[src/rtl/spi_inert_resp.sv]
// SPI mode-0 responder standing in for the inertial sensor: decodes 16-bit
// frames from the on-chip master, serves a small register file and raises INT on new yaw data.
module spi_inert_resp #(
    parameter logic [7:0] WHO_AM_I_VAL = 8'h6A,
    parameter int         SYNC_STAGES  = 2
) (
    input  logic        clk,
    input  logic        rst,
    input  logic        SS_n,
    input  logic        SCLK,
    input  logic        MOSI,
    output logic        MISO,
    output logic        INT,
    input  logic        smpl_vld,
    input  logic [15:0] smpl_yaw,
    output logic        setup_done,
    output logic        frame_err
);

    localparam int SW = $clog2(SYNC_STAGES + 1);
    localparam logic [SW-1:0] SETTLE_MAX = SW'(SYNC_STAGES);

    typedef enum logic [1:0] {
        S_UNARMED = 2'b00,
        S_ARMED   = 2'b01,
        S_FRAME   = 2'b10
    } state_t;

    logic [SYNC_STAGES-1:0] ss_sync_r, sclk_sync_r, mosi_sync_r;
    logic                   ss_d_r, sclk_d_r;
    logic [SW-1:0]          settle_r;
    state_t                 state_r, state_s;
    logic                   start_s, end_s;

    logic [4:0]  cnt_r;
    logic [15:0] rx_r;
    logic [7:0]  tx_r;
    logic        rd_r;
    logic        miso_r;

    logic [7:0]  int1_ctrl_r, ctrl2_g_r, ctrl5_c_r;
    logic [15:0] yaw_r, pend_r;
    logic        pend_vld_r;
    logic        int_r, setup_done_r, frame_err_r;

    logic        ss_s, sclk_s, mosi_s;
    logic        ss_rise_s, ss_fall_s, sclk_rise_s, sclk_fall_s;
    logic        settled_s, in_frame_s;
    logic [6:0]  rd_addr_s;
    logic [7:0]  rd_data_s;
    logic        commit_s, err_s, wr_s, rd_clr_s;
    logic        accept_s, load_s;
    logic [15:0] load_val_s;
    logic        int_s;

    assign ss_s        = ss_sync_r[SYNC_STAGES-1];
    assign sclk_s      = sclk_sync_r[SYNC_STAGES-1];
    assign mosi_s      = mosi_sync_r[SYNC_STAGES-1];
    assign ss_rise_s   = ss_s & ~ss_d_r;
    assign ss_fall_s   = ~ss_s & ss_d_r;
    assign sclk_rise_s = sclk_s & ~sclk_d_r;
    assign sclk_fall_s = ~sclk_s & sclk_d_r;
    assign settled_s   = (settle_r == SETTLE_MAX);
    assign in_frame_s  = (state_r == S_FRAME);
    assign rd_addr_s   = {rx_r[5:0], mosi_s};

    // Pin synchronizers and edge-detect history
    always_ff @(posedge clk) begin
        if (rst) begin
            ss_sync_r   <= {SYNC_STAGES{1'b1}};
            sclk_sync_r <= {SYNC_STAGES{1'b0}};
            mosi_sync_r <= {SYNC_STAGES{1'b0}};
            ss_d_r      <= 1'b1;
            sclk_d_r    <= 1'b0;
        end else begin
            ss_sync_r   <= {ss_sync_r[SYNC_STAGES-2:0], SS_n};
            sclk_sync_r <= {sclk_sync_r[SYNC_STAGES-2:0], SCLK};
            mosi_sync_r <= {mosi_sync_r[SYNC_STAGES-2:0], MOSI};
            ss_d_r      <= ss_s;
            sclk_d_r    <= sclk_s;
        end
    end

    // Arming waits until the synchronizers hold real pin values, so a low SS_n at reset exit is not a frame start
    always_ff @(posedge clk) begin
        if (rst) begin
            settle_r <= {SW{1'b0}};
        end else if (!settled_s) begin
            settle_r <= settle_r + SW'(1);
        end
    end

    // Frame-control state register
    always_ff @(posedge clk) begin
        if (rst) begin
            state_r <= S_UNARMED;
        end else begin
            state_r <= state_s;
        end
    end

    // Frame-control next state and start/end strobes
    always_comb begin
        state_s = state_r;
        start_s = 1'b0;
        end_s   = 1'b0;
        case (state_r)
            S_UNARMED: begin
                if (settled_s && ss_s) begin
                    state_s = S_ARMED;
                end else begin
                    state_s = S_UNARMED;
                end
            end
            S_ARMED: begin
                if (ss_fall_s) begin
                    state_s = S_FRAME;
                    start_s = 1'b1;
                end else begin
                    state_s = S_ARMED;
                end
            end
            S_FRAME: begin
                if (ss_rise_s) begin
                    state_s = S_ARMED;
                    end_s   = 1'b1;
                end else begin
                    state_s = S_FRAME;
                end
            end
            default: begin
                state_s = S_UNARMED;
            end
        endcase
    end

    // Register read mux, sampled at the 8th SCLK rise
    always_comb begin
        rd_data_s = 8'h00;
        case (rd_addr_s)
            7'h0F:   rd_data_s = WHO_AM_I_VAL;
            7'h0D:   rd_data_s = int1_ctrl_r;
            7'h11:   rd_data_s = ctrl2_g_r;
            7'h14:   rd_data_s = ctrl5_c_r;
            7'h26:   rd_data_s = yaw_r[7:0];
            7'h27:   rd_data_s = yaw_r[15:8];
            default: rd_data_s = 8'h00;
        endcase
    end

    // Shift path: bit counter, rx shifter, tx shifter and MISO
    always_ff @(posedge clk) begin
        if (rst) begin
            cnt_r  <= 5'd0;
            rx_r   <= 16'h0000;
            tx_r   <= 8'h00;
            rd_r   <= 1'b0;
            miso_r <= 1'b0;
        end else if (start_s) begin
            cnt_r  <= 5'd0;
            rx_r   <= 16'h0000;
            tx_r   <= 8'h00;
            rd_r   <= 1'b0;
            miso_r <= 1'b0;
        end else if (!in_frame_s || ss_s) begin
            miso_r <= 1'b0;
        end else if (sclk_rise_s) begin
            rx_r <= {rx_r[14:0], mosi_s};
            if (cnt_r < 5'd17) begin
                cnt_r <= cnt_r + 5'd1;
            end
            if (cnt_r == 5'd7) begin
                tx_r <= rd_data_s;
                rd_r <= rx_r[6];
            end
        end else if (sclk_fall_s) begin
            if (rd_r && (cnt_r >= 5'd8) && (cnt_r <= 5'd15)) begin
                miso_r <= tx_r[7];
                tx_r   <= {tx_r[6:0], 1'b0};
            end else begin
                miso_r <= 1'b0;
            end
        end
    end

    // Commit decision, sample acceptance and INT next value
    always_comb begin
        commit_s   = end_s && (cnt_r == 5'd16);
        err_s      = end_s && (cnt_r != 5'd16);
        wr_s       = commit_s && !rx_r[15];
        rd_clr_s   = commit_s && rx_r[15] && (rx_r[14:8] == 7'h27);
        accept_s   = smpl_vld && int1_ctrl_r[1] && (ctrl2_g_r[7:4] != 4'h0);
        load_s     = 1'b0;
        load_val_s = pend_r;
        if (end_s) begin
            // A strobe landing on the closing cycle is newer than anything pending
            load_s     = accept_s || pend_vld_r;
            load_val_s = accept_s ? smpl_yaw : pend_r;
        end else if (!in_frame_s) begin
            load_s     = accept_s;
            load_val_s = smpl_yaw;
        end else begin
            load_s     = 1'b0;
            load_val_s = pend_r;
        end
        if (load_s) begin
            int_s = 1'b1;
        end else if (rd_clr_s) begin
            int_s = 1'b0;
        end else begin
            int_s = int_r;
        end
    end

    // Register file, yaw/pending buffer and status outputs
    always_ff @(posedge clk) begin
        if (rst) begin
            int1_ctrl_r  <= 8'h00;
            ctrl2_g_r    <= 8'h00;
            ctrl5_c_r    <= 8'h00;
            yaw_r        <= 16'h0000;
            pend_r       <= 16'h0000;
            pend_vld_r   <= 1'b0;
            int_r        <= 1'b0;
            setup_done_r <= 1'b0;
            frame_err_r  <= 1'b0;
        end else begin
            if (wr_s) begin
                case (rx_r[14:8])
                    7'h0D:   int1_ctrl_r <= rx_r[7:0];
                    7'h11:   ctrl2_g_r   <= rx_r[7:0];
                    7'h14:   ctrl5_c_r   <= rx_r[7:0];
                    default: ;
                endcase
            end
            if (wr_s && (rx_r[14:8] == 7'h0D) && rx_r[1]) begin
                setup_done_r <= 1'b1;
            end
            if (load_s) begin
                yaw_r <= load_val_s;
            end
            if (end_s) begin
                pend_vld_r <= 1'b0;
            end else if (in_frame_s && accept_s) begin
                pend_vld_r <= 1'b1;
                pend_r     <= smpl_yaw;
            end
            int_r       <= int_s;
            frame_err_r <= err_s;
        end
    end

    assign MISO       = miso_r;
    assign INT        = int_r;
    assign setup_done = setup_done_r;
    assign frame_err  = frame_err_r;

endmodule
[config.mk]
export PLATFORM = sky130hd
export DESIGN_NAME = spi_inert_resp
export DESIGN_NICKNAME = d
export VERILOG_FILES = /design/src/rtl/spi_inert_resp.sv
export SDC_FILE = /design/constraint.sdc
export NUM_CORES = 1
export LEC_CHECK = 0
export BUFFER_PORTS_ARGS = -buffer_cell sky130_fd_sc_hd__buf_2
export CORE_MARGIN = 4
export CORE_UTILIZATION = 50
export CTS_BUF_LIST = sky130_fd_sc_hd__clkbuf_8
export DETAILED_ROUTE_END_ITERATION = 12
export PLACE_DENSITY = 0.67
export SLEW_MARGIN = 0
export SYNTH_ARGS = -nofsm -noshare
export SYNTH_HDL_FRONTEND = slang
export SYNTH_SLANG_ARGS = --single-unit
[constraint.sdc]
create_clock -name clk -period 2.2 [get_ports clk]
set_input_delay 0.55 -clock clk [delete_from_list [all_inputs] [get_ports clk]]
set_output_delay 0.55 -clock clk [all_outputs]
set_load 0.1 [all_outputs]
==> impl_results.md <==
* Routed wire length at 9840 um
* CTS sink count at 103
* Synth Register Bits at roughly 100
* Maximum number of pins on one net before global-route repair at 74
* Rows at 34
* Max clock buf depth at 2
* Buf+Inv Stages, Crit Path at 0
* RSZ-0062 raised after global routing: no
* Share of the synthesized area in the top cell type at 0.458
* Htree depth at 3
* Post-synth ARST share at 0
* CP max stage cell: or3b_1
* Grt peak-use layer: met2
* DRC at 0
* CP Data Required Time at roughly 2.5 ns
* Max incr delay on CP at 0.58 ns
* CP delay by family, top: simple AND/OR/NAND/NOR gates
* Post-placement setup slack at 0.0637 ns
* Worst Tran Pin Value at 0.741 ns
* Number of routed nets with antenna violations at 0
* Setup-failing EPs final at 0
* Worst setup EP type: register
* Iteration-0 DRC Markers at 140
* Synth cell types at between 50 and 60
* Die X at 103 um
* Post-synth EDFFs at 0
* # nets final at between 500 and 600
* # Post-CTS Setup Buffers at 0
* Footprint of the multi-input gates at 0.00229 mm2
* Count leader, synth: dfxtp_1
* Final worst-path setup slack at approximately 0.16 ns
* Met1 GRT Util at 0.260
* Ant diodes at 0
* WL/cell at between 15 and 20 um
* Die area at approximately 0.011 mm2
* Slew Limit Headroom at 0.506
* Critical Path AT at between 2 and 2.5 ns
* Aggregate global-route resource usage at 0.200
* First-pass GRT wire length at about 16,000 um
* Worst Skew at between 0.01 and 0.015 ns
* Syn Inst Count at just under 500
* Startpoint types: register
* GR Overflow Total at 0
* Highest Clock Rate at ~0.49 GHz
* Gate power share at 0.059
* GPL Wtd Cong at around 0.96
* Area grow syn2layout at 10.2%
* CTS tree: done
* Period utilization at 0.926
* Total CTS buffers at 9
* Number of global-route vias before repair at 3,441
* Vias per cell at 5.68
* Int Pwr at 2.52 mW
* Die Ht at just over 100 um
* Clock root cell: clkbuf_8
* Final std cells w/o fill at roughly 620
* DP Cell Count at between 600 and 700
* Sw Share at 0.245
* Fillcell total at 826
* Initial antenna violation count at 0
* Clock power frac at 0.367
* Core ar. at 0.00876 mm2
* Worst skew pair latency at about 0.37 ns
* Register area share after synthesis at 0.458
* Most frequent cells after synthesis: 103 x dfxtp_1, 81 x nor2_1, 55 x mux2i_1, 43 x nand2_1, 25 x a21oi_1
* Pre-Repair DR Iteration Count at 4
* Reg power frac at 0.574
* Clock-pin slew on the worst setup and hold paths at around 0.10 ns
* Leak pwr at 1.90 nW
* Final Max Tran Viols at 0
* Leading area contributor after synthesis: dfxtp_1
* Mapped Avg Cell Area at approximately 9.2 um2
* Switching power at just over 0.8 mW
* Status: completed
* Storage cell area at just over 0.002 mm2
* Hpwl dp at a little over 7000 um
* Worst-path maximum fanout at 9
* Ranking of synthesized cells by area: dfxtp_1 46%, mux2i_1 12%, nor2_1 6.8%
* Via count at approximately 3,500
* Netlist Area Pre-Place at ~0.0045 mm2
* IO Port Bufs at 25
* Final hold vios at 0
* CP cell instances: or3b_1 -> nor3_1 -> a221oi_1 -> or3_1 -> a21oi_1
* YS warnings at 0
* Grt met2 use at 0.324
* Max Cap Violations at 0
* Hold Path Class: in -> reg
* Top Ports at 26
* Final TNS setup at 0 ns
* Share of cells above drive strength 1 at 0.134
* M3 GR Usage at 0.0453
* Post-synth net total at around 520
* Post-synth top flop: dfxtp_1
* Initial Utilization at 0.514
* Pwr per Cell Area at between 600 and 700 mW/mm2
* Final Critical Period at about 2.0 ns
* Worst vdd ir at approximately 0.00046 V
* Setup CP Type: reg -> reg
## cell families after synthesis
group	synth area share
adders and majority gates	0.0167
xor gates and xnor gates	0.00778
muxes	0.122
and+or+nand+nor	0.203
AOI/OAI and AO/OA	0.155
DFF	0.458
buffers and inverters	0.0372
## placed cells by master, fill, tap and decap left out, drive strengths merged, types with 9 or more instances in the layout
master / count
nor2: 82
a22oi: 9
nand2: 43
dfxtp: 103
a21oi: 28
nor3: 14
a22o: 9
a211oi: 17
mux2i: 55
inv: 12
clkbuf: 9
buf: 40
## power by group through the flow
stage	logic [mW]	registers [mW]	clock network, mW
6_report	0.197	1.91	1.22
5_1_grt	0.227	1.92	1.33
4_1_cts	0.198	1.92	1.26
3_5_place_dp	0.197	1.96	0
3_3_place_gp	0.192	1.96	0
2_1_floorplan	0.144	1.95	0
## layout make-up
cell class | count | area share
flip-flops and latches | 103 | 0.416
clock inverters | 7 | 0.0161
inverters | 8 | 0.00605
repair buffers | 40 | 0.0479
multi-input cells | 347 | 0.462
well taps | 108 | 0.0272
clock buffers | 9 | 0.0250
## flip-flops by register name, summed over array words and instances (netlist names)
signal,count
setup_done,1
pend_vld_r,1
state_r,2
rx_r,16
tx_r,8
INT,1
int1_ctrl_r,8
rd_r,1
ctrl5_c_r,8
MISO,1
yaw_r,16
cnt_r,5
frame_err,1
sclk_d_r,1
ss_d_r,1
ctrl2_g_r,8
sclk_sync_r,2
settle_r,2
ss_sync_r,2
pend_r,16
mosi_sync_r,2
## per-layer routing
metal,up-vias,wire [um]
met5,-,0
met4,0,155
met3,12,438
met2,67,4570
met1,1676,4670
li1,1779,-
## what timing repair did
action                                  4_1_cts  5_1_grt
hold buffers                                  0        0
resized for setup                             0        3
endpoints found under the setup margin        0       14
## path summary, 6_finish.rpt
path                      startpoint                      end  slack (ns)  cells after the start
max             rx_r[1]$_SDFFE_PP0P_     tx_r[0]$_SDFFE_PP0P_        0.16                      5
min                             SS_n  ss_sync_r[0]$_SDFF_PP1_        0.36                      2
max reg2reg     rx_r[1]$_SDFFE_PP0P_     tx_r[0]$_SDFFE_PP0P_        0.16                      5
min reg2reg  ss_sync_r[0]$_SDFF_PP1_  ss_sync_r[1]$_SDFF_PP1_        0.42                      1
## worst register-to-register path: stages (launching register included)
cell and delay, ns:
dfxtp_1 0.50, or3b_1 0.58, nor3_1 0.33, a221oi_1 0.09, or3_1 0.33, a21oi_1 0.14
## per-stage QoR
step                hold slack, ns  total power [mW]   util  instance area (um2)
floorplan                    0.389              2.10      -                 4500
global placement             0.392              2.15  0.541                 4740
detailed placement           0.405              2.16  0.541                 4740
CTS                          0.344              3.37  0.564                 4950
global route                 0.353              3.48  0.566                 4960
finish                       0.362              3.34  0.566                 4960
(Power assumes the default switching activity.)
